### src/rtl/johnson_seq_ctrl_if.sv
// ---------------------------------------------------------------------------
// johnson_seq_ctrl_if
//   Command handshake between the pin-level command decode and the Johnson
//   counter sequencer.
//
//   cmd_valid  command present (master -> slave)
//   cmd_ready  command accepted when cmd_valid && cmd_ready (slave -> master)
//   cmd_op     00 STOP, 01 RUN, 10 SET_DIV, 11 CLEAR
//   cmd_dir    RUN direction: 0 shift up, 1 shift down
//   cmd_arg    RUN: step count (0 = free-run); SET_DIV: divider value
// ---------------------------------------------------------------------------
interface johnson_seq_ctrl_if;
    logic       cmd_valid;
    logic       cmd_ready;
    logic [1:0] cmd_op;
    logic       cmd_dir;
    logic [7:0] cmd_arg;

    modport master (
        output cmd_valid,
        output cmd_op,
        output cmd_dir,
        output cmd_arg,
        input  cmd_ready
    );

    modport slave (
        input  cmd_valid,
        input  cmd_op,
        input  cmd_dir,
        input  cmd_arg,
        output cmd_ready
    );
endinterface

### src/rtl/johnson_seq_ctrl.sv
// ---------------------------------------------------------------------------
// johnson_seq_ctrl
//   Command-driven sequencer for an 8-bit Johnson counter. Issues registered
//   shift / direction / clear strobes paced by a programmable prescaler,
//   runs a bounded step count or free-runs, and mirrors the counter position
//   in a 4-bit phase value.
//
//   Parameters
//     DIV_W     prescaler divider width (shift period = div+1 clocks)
//     CNT_W     step-count width
//
//   Ports
//     clk       system clock
//     rst_n     asynchronous reset, ACTIVE-HIGH despite the name
//     cmd       command handshake (johnson_seq_ctrl_if.slave)
//     jc_q      current counter value (only used by the illegal-code check)
//     jc_shift  one-cycle shift strobe to the counter
//     jc_dir    direction qualifying jc_shift
//     jc_clear  one-cycle synchronous clear strobe to the counter
//     phase     mirror of counter position, 0..15
//     busy      high while running
//     done      one-cycle pulse one cycle after the last bounded shift
//     err       sticky illegal-code flag
//
//   Optional feature (macro JSC_ILLEGAL_CHECK_EN)
//     When defined, jc_q is checked every cycle against the 16 legal Johnson
//     codes; an illegal value sets err and forces a clear pass, overriding
//     any command in that cycle. When undefined, jc_q is ignored and err = 0.
// ---------------------------------------------------------------------------
module johnson_seq_ctrl #(
    parameter int unsigned DIV_W = 8,
    parameter int unsigned CNT_W = 8
) (
    input  logic                clk,
    input  logic                rst_n,
    johnson_seq_ctrl_if.slave   cmd,
    input  logic [7:0]          jc_q,
    output logic                jc_shift,
    output logic                jc_dir,
    output logic                jc_clear,
    output logic [3:0]          phase,
    output logic                busy,
    output logic                done,
    output logic                err
);

    typedef enum logic [1:0] {
        IDLE = 2'b00,
        RUN  = 2'b01,
        CLR  = 2'b10,
        DONE = 2'b11
    } state_t;

    typedef enum logic [1:0] {
        OP_STOP    = 2'b00,
        OP_RUN     = 2'b01,
        OP_SET_DIV = 2'b10,
        OP_CLEAR   = 2'b11
    } op_t;

    state_t             state, state_d;
    logic [DIV_W-1:0]   div, div_d;
    logic [DIV_W-1:0]   pre_cnt, pre_d;
    logic [CNT_W-1:0]   remaining, rem_d;
    logic               free_run, free_d;
    logic               dir_d;
    logic [3:0]         phase_d;
    logic               shift_d;
    logic               accept;
    logic               clear_cmd;
    logic               force_clr;
    op_t                op;

    assign op            = op_t'(cmd.cmd_op);
    assign cmd.cmd_ready = (state == IDLE) || (state == RUN);
    assign accept        = cmd.cmd_valid && cmd.cmd_ready;

`ifdef JSC_ILLEGAL_CHECK_EN
    logic err_d;

    // Legal Johnson codes are a contiguous run of ones filled from the LSB
    // (00,01,03..FF) or their complements (FF,FE,FC..00).
    function automatic logic is_johnson(input logic [7:0] v);
        logic       ok;
        logic [8:0] m9;
        ok = 1'b0;
        for (int unsigned k = 0; k <= 8; k++) begin
            m9 = (9'd1 << k) - 9'd1;
            if ((v == m9[7:0]) || (v == ~m9[7:0])) begin
                ok = 1'b1;
            end
        end
        return ok;
    endfunction

    // The check is skipped while in CLR so the forced pass stays one cycle.
    assign force_clr = (state != CLR) && !is_johnson(jc_q);
`else
    logic unused_jc_q;

    assign unused_jc_q = ^jc_q;
    assign force_clr   = 1'b0;
`endif

    // -----------------------------------------------------------------------
    // Next-state / datapath decisions
    // -----------------------------------------------------------------------
    always_comb begin
        state_d   = state;
        div_d     = div;
        pre_d     = pre_cnt;
        rem_d     = remaining;
        free_d    = free_run;
        dir_d     = jc_dir;
        phase_d   = phase;
        shift_d   = 1'b0;
        clear_cmd = 1'b0;

        if (force_clr) begin
            state_d = CLR;
        end else begin
            case (state)
                IDLE, RUN: begin
                    if (accept && (op == OP_RUN)) begin
                        // Restart in RUN keeps phase; only the pacing resets.
                        dir_d   = cmd.cmd_dir;
                        rem_d   = CNT_W'(cmd.cmd_arg);
                        free_d  = (cmd.cmd_arg == 8'd0);
                        pre_d   = '0;
                        state_d = RUN;
                    end else if (accept && (op == OP_CLEAR)) begin
                        clear_cmd = 1'b1;
                        state_d   = CLR;
                    end else if (accept && (op == OP_STOP)) begin
                        state_d = IDLE;
                    end else begin
                        if (accept && (op == OP_SET_DIV)) begin
                            div_d = DIV_W'(cmd.cmd_arg);
                        end
                        // Compare uses the divider held this cycle, so a
                        // SET_DIV only affects the following compares and
                        // pre_cnt simply wraps if it is already past it.
                        if (state == RUN) begin
                            if (pre_cnt == div) begin
                                shift_d = 1'b1;
                                pre_d   = '0;
                                phase_d = jc_dir ? (phase - 4'd1) : (phase + 4'd1);
                                if (!free_run) begin
                                    rem_d = remaining - CNT_W'(1);
                                    if (remaining == CNT_W'(1)) begin
                                        state_d = DONE;
                                    end
                                end
                            end else begin
                                pre_d = pre_cnt + DIV_W'(1);
                            end
                        end
                    end
                end
                CLR:     state_d = IDLE;
                DONE:    state_d = IDLE;
                default: state_d = IDLE;
            endcase
        end

        // Phase and step count are zeroed on entry to CLR, coinciding with
        // the jc_clear strobe.
        if (state_d == CLR) begin
            phase_d = '0;
            rem_d   = '0;
            pre_d   = '0;
        end
    end

`ifdef JSC_ILLEGAL_CHECK_EN
    always_comb begin
        err_d = err;
        if (force_clr) begin
            err_d = 1'b1;
        end else if (clear_cmd) begin
            err_d = 1'b0;
        end
    end

    always_ff @(posedge clk or posedge rst_n) begin
        if (rst_n) begin
            err <= 1'b0;
        end else begin
            err <= err_d;
        end
    end
`else
    assign err = 1'b0;
`endif

    // -----------------------------------------------------------------------
    // State and registered outputs
    // -----------------------------------------------------------------------
    always_ff @(posedge clk or posedge rst_n) begin
        if (rst_n) begin
            state     <= IDLE;
            div       <= '0;
            pre_cnt   <= '0;
            remaining <= '0;
            free_run  <= 1'b0;
            jc_dir    <= 1'b0;
            phase     <= '0;
            jc_shift  <= 1'b0;
            jc_clear  <= 1'b0;
            busy      <= 1'b0;
            done      <= 1'b0;
        end else begin
            state     <= state_d;
            div       <= div_d;
            pre_cnt   <= pre_d;
            remaining <= rem_d;
            free_run  <= free_d;
            jc_dir    <= dir_d;
            phase     <= phase_d;
            jc_shift  <= shift_d;
            jc_clear  <= (state_d == CLR);
            busy      <= (state_d == RUN);
            // DONE is entered on the last shift edge, so done lands one
            // cycle after the final jc_shift.
            done      <= (state == DONE);
        end
    end

endmodule

### src/flat_wrapper.sv
// flat-port wrapper written by rule: the top's interface ports become plain ports
module johnson_seq_ctrl_flat 
#(
    parameter int unsigned DIV_W = 8,
    parameter int unsigned CNT_W = 8
)
  (clk, rst_n, jc_q, jc_shift, jc_dir, jc_clear, phase, busy, done, err, cmd_cmd_valid, cmd_cmd_op, cmd_cmd_dir, cmd_cmd_arg, cmd_cmd_ready);
  johnson_seq_ctrl_if cmd_i ();
  input  logic clk;
  input  logic rst_n;
  input  logic [7:0] jc_q;
  output logic jc_shift;
  output logic jc_dir;
  output logic jc_clear;
  output logic [3:0] phase;
  output logic busy;
  output logic done;
  output logic err;
  input wire logic [$bits(cmd_i.cmd_valid)-1:0] cmd_cmd_valid;
  input wire logic [$bits(cmd_i.cmd_op)-1:0] cmd_cmd_op;
  input wire logic [$bits(cmd_i.cmd_dir)-1:0] cmd_cmd_dir;
  input wire logic [$bits(cmd_i.cmd_arg)-1:0] cmd_cmd_arg;
  output wire logic [$bits(cmd_i.cmd_ready)-1:0] cmd_cmd_ready;
  assign cmd_i.cmd_valid = cmd_cmd_valid;
  assign cmd_i.cmd_op = cmd_cmd_op;
  assign cmd_i.cmd_dir = cmd_cmd_dir;
  assign cmd_i.cmd_arg = cmd_cmd_arg;
  assign cmd_cmd_ready = cmd_i.cmd_ready;
  johnson_seq_ctrl #(.DIV_W(DIV_W), .CNT_W(CNT_W)) u_core (.clk(clk), .rst_n(rst_n), .cmd(cmd_i), .jc_q(jc_q), .jc_shift(jc_shift), .jc_dir(jc_dir), .jc_clear(jc_clear), .phase(phase), .busy(busy), .done(done), .err(err));
endmodule
### config.mk
export PLATFORM = sky130hd
export DESIGN_NAME = johnson_seq_ctrl_flat
export DESIGN_NICKNAME = d
export VERILOG_FILES = /design/src/rtl/johnson_seq_ctrl_if.sv /design/src/rtl/johnson_seq_ctrl.sv /design/src/flat_wrapper.sv
export SDC_FILE = /design/constraint.sdc
export NUM_CORES = 1
export LEC_CHECK = 0
export ABC_AREA = 1
export CORE_MARGIN = 3
export CORE_UTILIZATION = 46
export CTS_BUF_LIST = sky130_fd_sc_hd__clkbuf_2 sky130_fd_sc_hd__clkbuf_4 sky130_fd_sc_hd__clkbuf_8
export DETAILED_ROUTE_END_ITERATION = 7
export PLACE_DENSITY = 0.77
export SYNTH_ARGS = -nofsm -noshare
export SYNTH_HDL_FRONTEND = slang
export SYNTH_SLANG_ARGS = --single-unit
### constraint.sdc
create_clock -name clk -period 1.6 [get_ports clk]
set_input_delay 0.16 -clock clk [delete_from_list [all_inputs] [get_ports clk]]
set_output_delay 0.16 -clock clk [all_outputs]
set_load 0.02 [all_outputs]
==> run metrics, run 1 <==
Tcrit/Tclk final=94.6%; drt wl/cell=12.7 um; Syn Inst Count=280; P&R area growth vs syn=26.3%; Critical path origin=u_core.pre_cnt[5]$_DFFE_PP0P_; Die Area=5600 um2; RSZ-0062 raised after global routing=true; Antenna Nets Post-Route=0; CTS tree=done; H-tree depth=2; DIE HEIGHT=74.9 um; IR Drop Worst-Case VDD=0.612 mV; first-pass GRT wire length=8200 um; Max Cap Viol=0; port buffer count=23; Design Power=3.79 mW; crit-path cells=inv_2, nand2_1, nand2_1, nand2_1, nor2_2, nand2_2, nand2_1, nand3_2, nand2_1, o21ai_0; clock tree buffer depth=2; Pre-antenna DRT Iters=4; Post-Synthesis Cell Area=2180 um2; worst path bufs/invs=1; drt drc=0; Synth cell types=32; Static Leak=1.45 nW; Yosys top cell by area=dfrtp_1; CP Capture Type=register; drt total wl=4800 um; status=complete, no violations; Nets=355; vias=1942; Setup Crit Path Kind=register to register; top-area cell type share of the netlist area=41.3%; Core Region=4470 um2; reg2reg start=u_core.pre_cnt[5]$_DFFE_PP0P_; Power per Cell Area=1380 nW/um2; Via-to-Cell Ratio=5.12; startpoint types=register; flops & latches, synth=36; starting density of the core=48.7%; Max Fclk=661 MHz; antenna violations before repair=0; Tightest Hold Check Type=primary input to async pin; CP max stage delay=0.42 ns; fraction of layout cells with a size suffix above 1=18.0%; GP Congestion=0.836; CTS buffer count=5; Setup-failing EPs final=0; Root Driver=clkbuf_8; critical path's most frequent cell=nand2_1; # diodes=0; CTS sink cnt=36; die width=74.9 um; Reg clk slew, reported paths=0.07 ns; final hold violation count=0; min Tclk post-route=1.51 ns; number of DRC markers in iteration 0=131; Total GRT Usage=19.1%; dpl hpwl=3590 um; Critical Path Slowest Stage Cell=dfrtp_1; GR Overflow Total=0; DP Worst Slack=-0.115 ns; Worst Slack Setup Final=0.0872 ns; largest fanout on the critical path=8; Seq/Total Area, Yosys=41.3%; largest net degree at the start of global routing=37; syn_nets=308; Max Clock Skew=0.00699 ns; vias in the first global route=1851; data required time at the worst endpoint=1.76 ns; crit path DAT=1.67 ns; top cells by area, synth=dfrtp_1 (41%), nand2_1 (13%), inv_1 (6.0%); cell class contributing the biggest share of worst-path delay=simple AND/OR/NAND/NOR gates; Final Max Tran Viols=0; yosys warns=0; Synth Area per Inst=7.79 um2; worst-skew pair later-pin latency=0.29 ns; Ports=33; # rows=24
==> cells by family after synthesis <==
group           after synthesis  synth area share, %
mux                           3                 1.55
flops                        36                 41.3
buf+inv                      43                 8.43
simple gates                146                 31.4
compound gates               34                 8.89
other cells                   1                0.172
fa+ha+maj                     6                 3.79
xor+xnor                     11                 4.42
==> cell usage in the layout, fill, tap and decap left out, types with 2 or more instances in the layout <==
cell type        synthesis  layout
mux2_2                   3       3
buf_12                   0       2
xor2_1                   7       7
dfrtp_1                 36      35
nand2_2                  1       2
nand4_1                  7       7
nor2_2                   0       5
clkbuf_8                 0       7
inv_1                   35      34
clkdlybuf4s50_1          0      21
ha_1                     5       5
nor2_1                  29      24
o21ai_0                 21      20
nand2_4                  4       4
nand3_1                 15      14
nand2_1                 76      75
or2_2                    2       2
nor4_1                   2       2
nand3_2                  2       2
xnor2_1                  4       4
nor3_1                   4       4
a21oi_1                 10      10
inv_2                    3       4
nand3_4                  1       2
buf_4                    1      19
==> cells in the mapped netlist, drive strengths merged <==
cell,n
fa,1
a32o,1
or2,2
inv,39
a211oi,1
dfrtp,36
o21ai,21
ha,5
nor2,31
nand2,81
xor2,7
conb,1
buf,4
nor3,4
mux2,3
xnor2,4
nand3b,1
nand4,7
nor4,2
nand3,18
a21oi,11
==> worst min-delay path, delay by kind of cell <==
kind,cells,cell delay [ns]
buffers and inverters,3,0.84
==> metrics by stage <==
step | utilization (%) | setup TNS, ns | hold WS (ns) | instances | area, um2
after floorplan | - | 0 | 0.270 | 280 | 2180
after CTS | 60.6 | 0 | 0.295 | 378 | 2710
final | 61.5 | 0 | 0.275 | 379 | 2750
after detailed placement | 58.5 | -1.66 | 0.497 | 371 | 2620
after global placement | 58.5 | -1.12 | 0.491 | 371 | 2620
after global routing | 61.5 | -0.109 | 0.331 | 379 | 2750
==> repair_timing <==
item,in CTS,in global routing
pin swaps,0,2
setup buffers,0,1
hold endpoints to repair,0,0
gates resized for setup,1,13
gates cloned,0,0
hold buffers,0,0
setup endpoints to repair,1,20
==> layer usage <==
| metal | up-vias | track usage (%) | part of all wire (%) |
|---|---|---|---|
| met5 | - | 0 | 0 |
| met4 | 0 | 6.13 | 1.2 |
| met3 | 9 | 4.14 | 4.3 |
| met2 | 44 | 31.3 | 47 |
| met1 | 906 | 25.2 | 47 |
| li1 | 983 | - | - |
==> state kept, by name, summed over array words and instances, names as in the netlist <==
signal / count
u_core.div: 8
u_core.pre_cnt: 8
u_core.remaining: 8
u_core.phase: 4
u_core.state: 2
u_core.busy: 1
u_core.done: 1
u_core.free_run: 1
u_core.jc_clear: 1
u_core.jc_dir: 1
u_core.jc_shift: 1
==> report_power, final <==
part	switching (mW)	internal, mW	total, mW
registers	0.232	1.16	1.39
clock network	0.303	0.383	0.686
logic	0.930	0.784	1.71
==> path summary, 6_finish.rpt <==
path / end / slack, ns / depth (start not counted)
worst min register to register: u_core.done$_DFF_PP0_ / 0.51 / 2
max in group asynchronous: u_core.pre_cnt[0]$_DFFE_PP0P_ / 0.98 / 3
worst min-delay path: u_core.div[1]$_DFFE_PP0P_ / 0.27 / 3
worst max register to register: u_core.phase[2]$_DFFE_PP0P_ / 0.09 / 10
worst max-delay path: u_core.phase[2]$_DFFE_PP0P_ / 0.09 / 10
min in group clk: u_core.jc_dir$_DFFE_PP0P_ / 0.42 / 3
==> area by class of cell <==
type | count | area [um2]
Tap cell | 52 | 65.1
Timing Repair Buffer | 44 | 414
Sequential cell | 36 | 902
Fill cell | 374 | 1720
Multi-Input combinational cell | 201 | 1130
Inverter | 39 | 149
Clock buffer | 7 | 96.3
Note: power is estimated with default switching activity, not from simulation.
==> run 2, diff against run 1 <==
CAP_MARGIN = 20   (was default)
==> results of run 2 <==
No change in the layout: final DEF, timing and power equal those of run 1.
==> run 3, diff against run 2 <==
SETUP_SLACK_MARGIN = 0.05   (was default)
==> run 3 against run 2 <==
Effect of this change: sequential power hardly changed; hold slack better by 0.00086 ns; cell area is 2.5% higher; power is 3.1% higher; clock power is 0.6% higher; non-clock buffer count is 6 higher; global-route usage hardly changed; sequential cell count stayed put; worst setup slack better by 0.031 ns; highest routed layer unchanged.
==> run metrics, run 3 (same netlist as run 1, synthesis figures left out) <==
Power per Cell Area=1380 nW/um2; Die Area=5600 um2; antenna violations before repair=0; GR Util met2=30.8%; first-pass GRT wire length=8210 um; drt total wl=5060 um; Max Cap Viol=0; final hold violation count=0; starting density of the core=48.7%; Core Region=4470 um2; startpoint types=register; # rows=24; RSZ-0062 raised after global routing=true; P&R area growth vs syn=29.5%; min Tclk post-route=1.48 ns; Tightest Hold Check Type=primary input to async pin; Top Usage Layer GRT=met2; clock tree buffer depth=2; CTS tree=done; Finished Cell Area=2820 um2; met1 Use GR=25.8%; crit path DAT=1.32 ns; Critical Path Slowest Stage Cell=clkdlybuf4s50_1; vias=1969; Ports=33; Via-to-Cell Ratio=5.11; Static Leak=1.48 nW; CP Capture Type=primary output; status=complete, no violations; most frequent cells in the layout=nand2_1 (74), dfrtp_1 (34), inv_1 (32), buf_4 (25), nor2_1 (24); DIE HEIGHT=74.9 um; Setup Crit Path Kind=register to primary output; Nets=361; die width=74.9 um; worst-skew pair later-pin latency=0.29 ns; met3 Use GR=4.14%; Non-Filler Instances=385; Pre-antenna DRT Iters=6; dpl cell area=2620 um2; crit-path cells=clkdlybuf4s50_1; dpl hpwl=3590 um; Setup TNS=0 ns; CP max stage delay=0.63 ns; drt drc=0; Max Clock Skew=0.00728 ns; Antenna Nets Post-Route=0; cell class contributing the biggest share of worst-path delay=buffers and inverters; port buffer count=23; number of DRC markers in iteration 0=198; largest net degree at the start of global routing=37; largest fanout on the critical path=4; # diodes=0; data required time at the worst endpoint=1.44 ns; Max Fclk=675 MHz; worst path bufs/invs=1; biggest regs=u_core.div: 8 flops, u_core.pre_cnt: 8 flops, u_core.remaining: 8 flops; Setup-failing EPs final=0; most common cell after layout, fill and taps aside=nand2_1; Total GRT Usage=19.2%; vias in the first global route=1833; CTS sink cnt=36; CTS buffer count=5; Placed Cells=371; Tcrit/Tclk final=92.6%; Final Max Tran Viols=0; Reg clk slew, reported paths=0.07 ns; drt wl/cell=13.1 um; fraction of layout cells with a size suffix above 1=21.3%; IR Drop Worst-Case VDD=0.618 mV; GP Congestion=0.836; cts hold-fix bufs=0; GR Overflow Total=0; Root Driver=clkbuf_8; H-tree depth=2
==> run 3: worst reg2reg max path: stages, from the launching register on <==
cell and delay (ns):
dfrtp_2 0.39, buf_4 0.12, ha_1 0.18, nand3_1 0.17, nor3_1 0.22, xor2_1 0.18
nand2_1 0.07, o21ai_0 0.08
==> run 3: area by class of cell <==
type | instances | area [um2]
clock buffers | 7 | 96.3
fillers | 362 | 1650
inverters | 39 | 149
multi-input cells | 201 | 1150
flip-flops and latches | 36 | 903
well taps | 52 | 65.1
repair buffers | 50 | 458
==> run 3: worst paths after layout <==
path	startpoint	end	slack, ns	cells past startpoint
min	rst_n	u_core.div[1]$_DFFE_PP0P_	0.28	3
max	u_core.phase[1]$_DFFE_PP0P_	phase[1]	0.12	1
min in group clk	cmd_cmd_dir	u_core.jc_dir$_DFFE_PP0P_	0.42	3
max in group asynchronous	rst_n	u_core.jc_dir$_DFFE_PP0P_	0.96	3
max reg2reg	u_core.pre_cnt[0]$_DFFE_PP0P_	u_core.pre_cnt[6]$_DFFE_PP0P_	0.12	7
min reg2reg	u_core.state[0]$_DFF_PP0_	u_core.done$_DFF_PP0_	0.50	2
==> run 3: through the flow <==
stage / hold WS, ns / total power, mW / util (%) / setup slack [ns]
detailed placement: 0.497 / 3.05 / 58.5 / -0.115
floorplan: 0.270 / 2.50 / - / 0.121
CTS: 0.295 / 3.75 / 60.6 / 0.0566
global placement: 0.491 / 2.98 / 58.5 / -0.0878
global route: 0.331 / 4.27 / 63.1 / -0.0105
finish: 0.276 / 3.91 / 63.1 / 0.118
==> run 3: report_power, final <==
| group | internal (mW) | switching, mW |
|---|---|---|
| Combinational | 0.845 | 0.987 |
| Clock | 0.383 | 0.307 |
| Sequential | 1.16 | 0.227 |
| Total | 2.38 | 1.52 |
==> run 3: what timing repair did <==
item	4_1_cts	5_1_grt
setup endpoints to repair	9	21
buffers inserted	0	7
resized for setup	3	21
gates cloned	0	0
pin swaps	0	12
hold endpoints to repair	0	0
==> run 3: metal layers <==
metal | share of wire [%] | vias up
met5 | 0 | -
met4 | 1.3 | 0
met3 | 4.0 | 9
met2 | 47 | 35
met1 | 47 | 931
li1 | - | 994
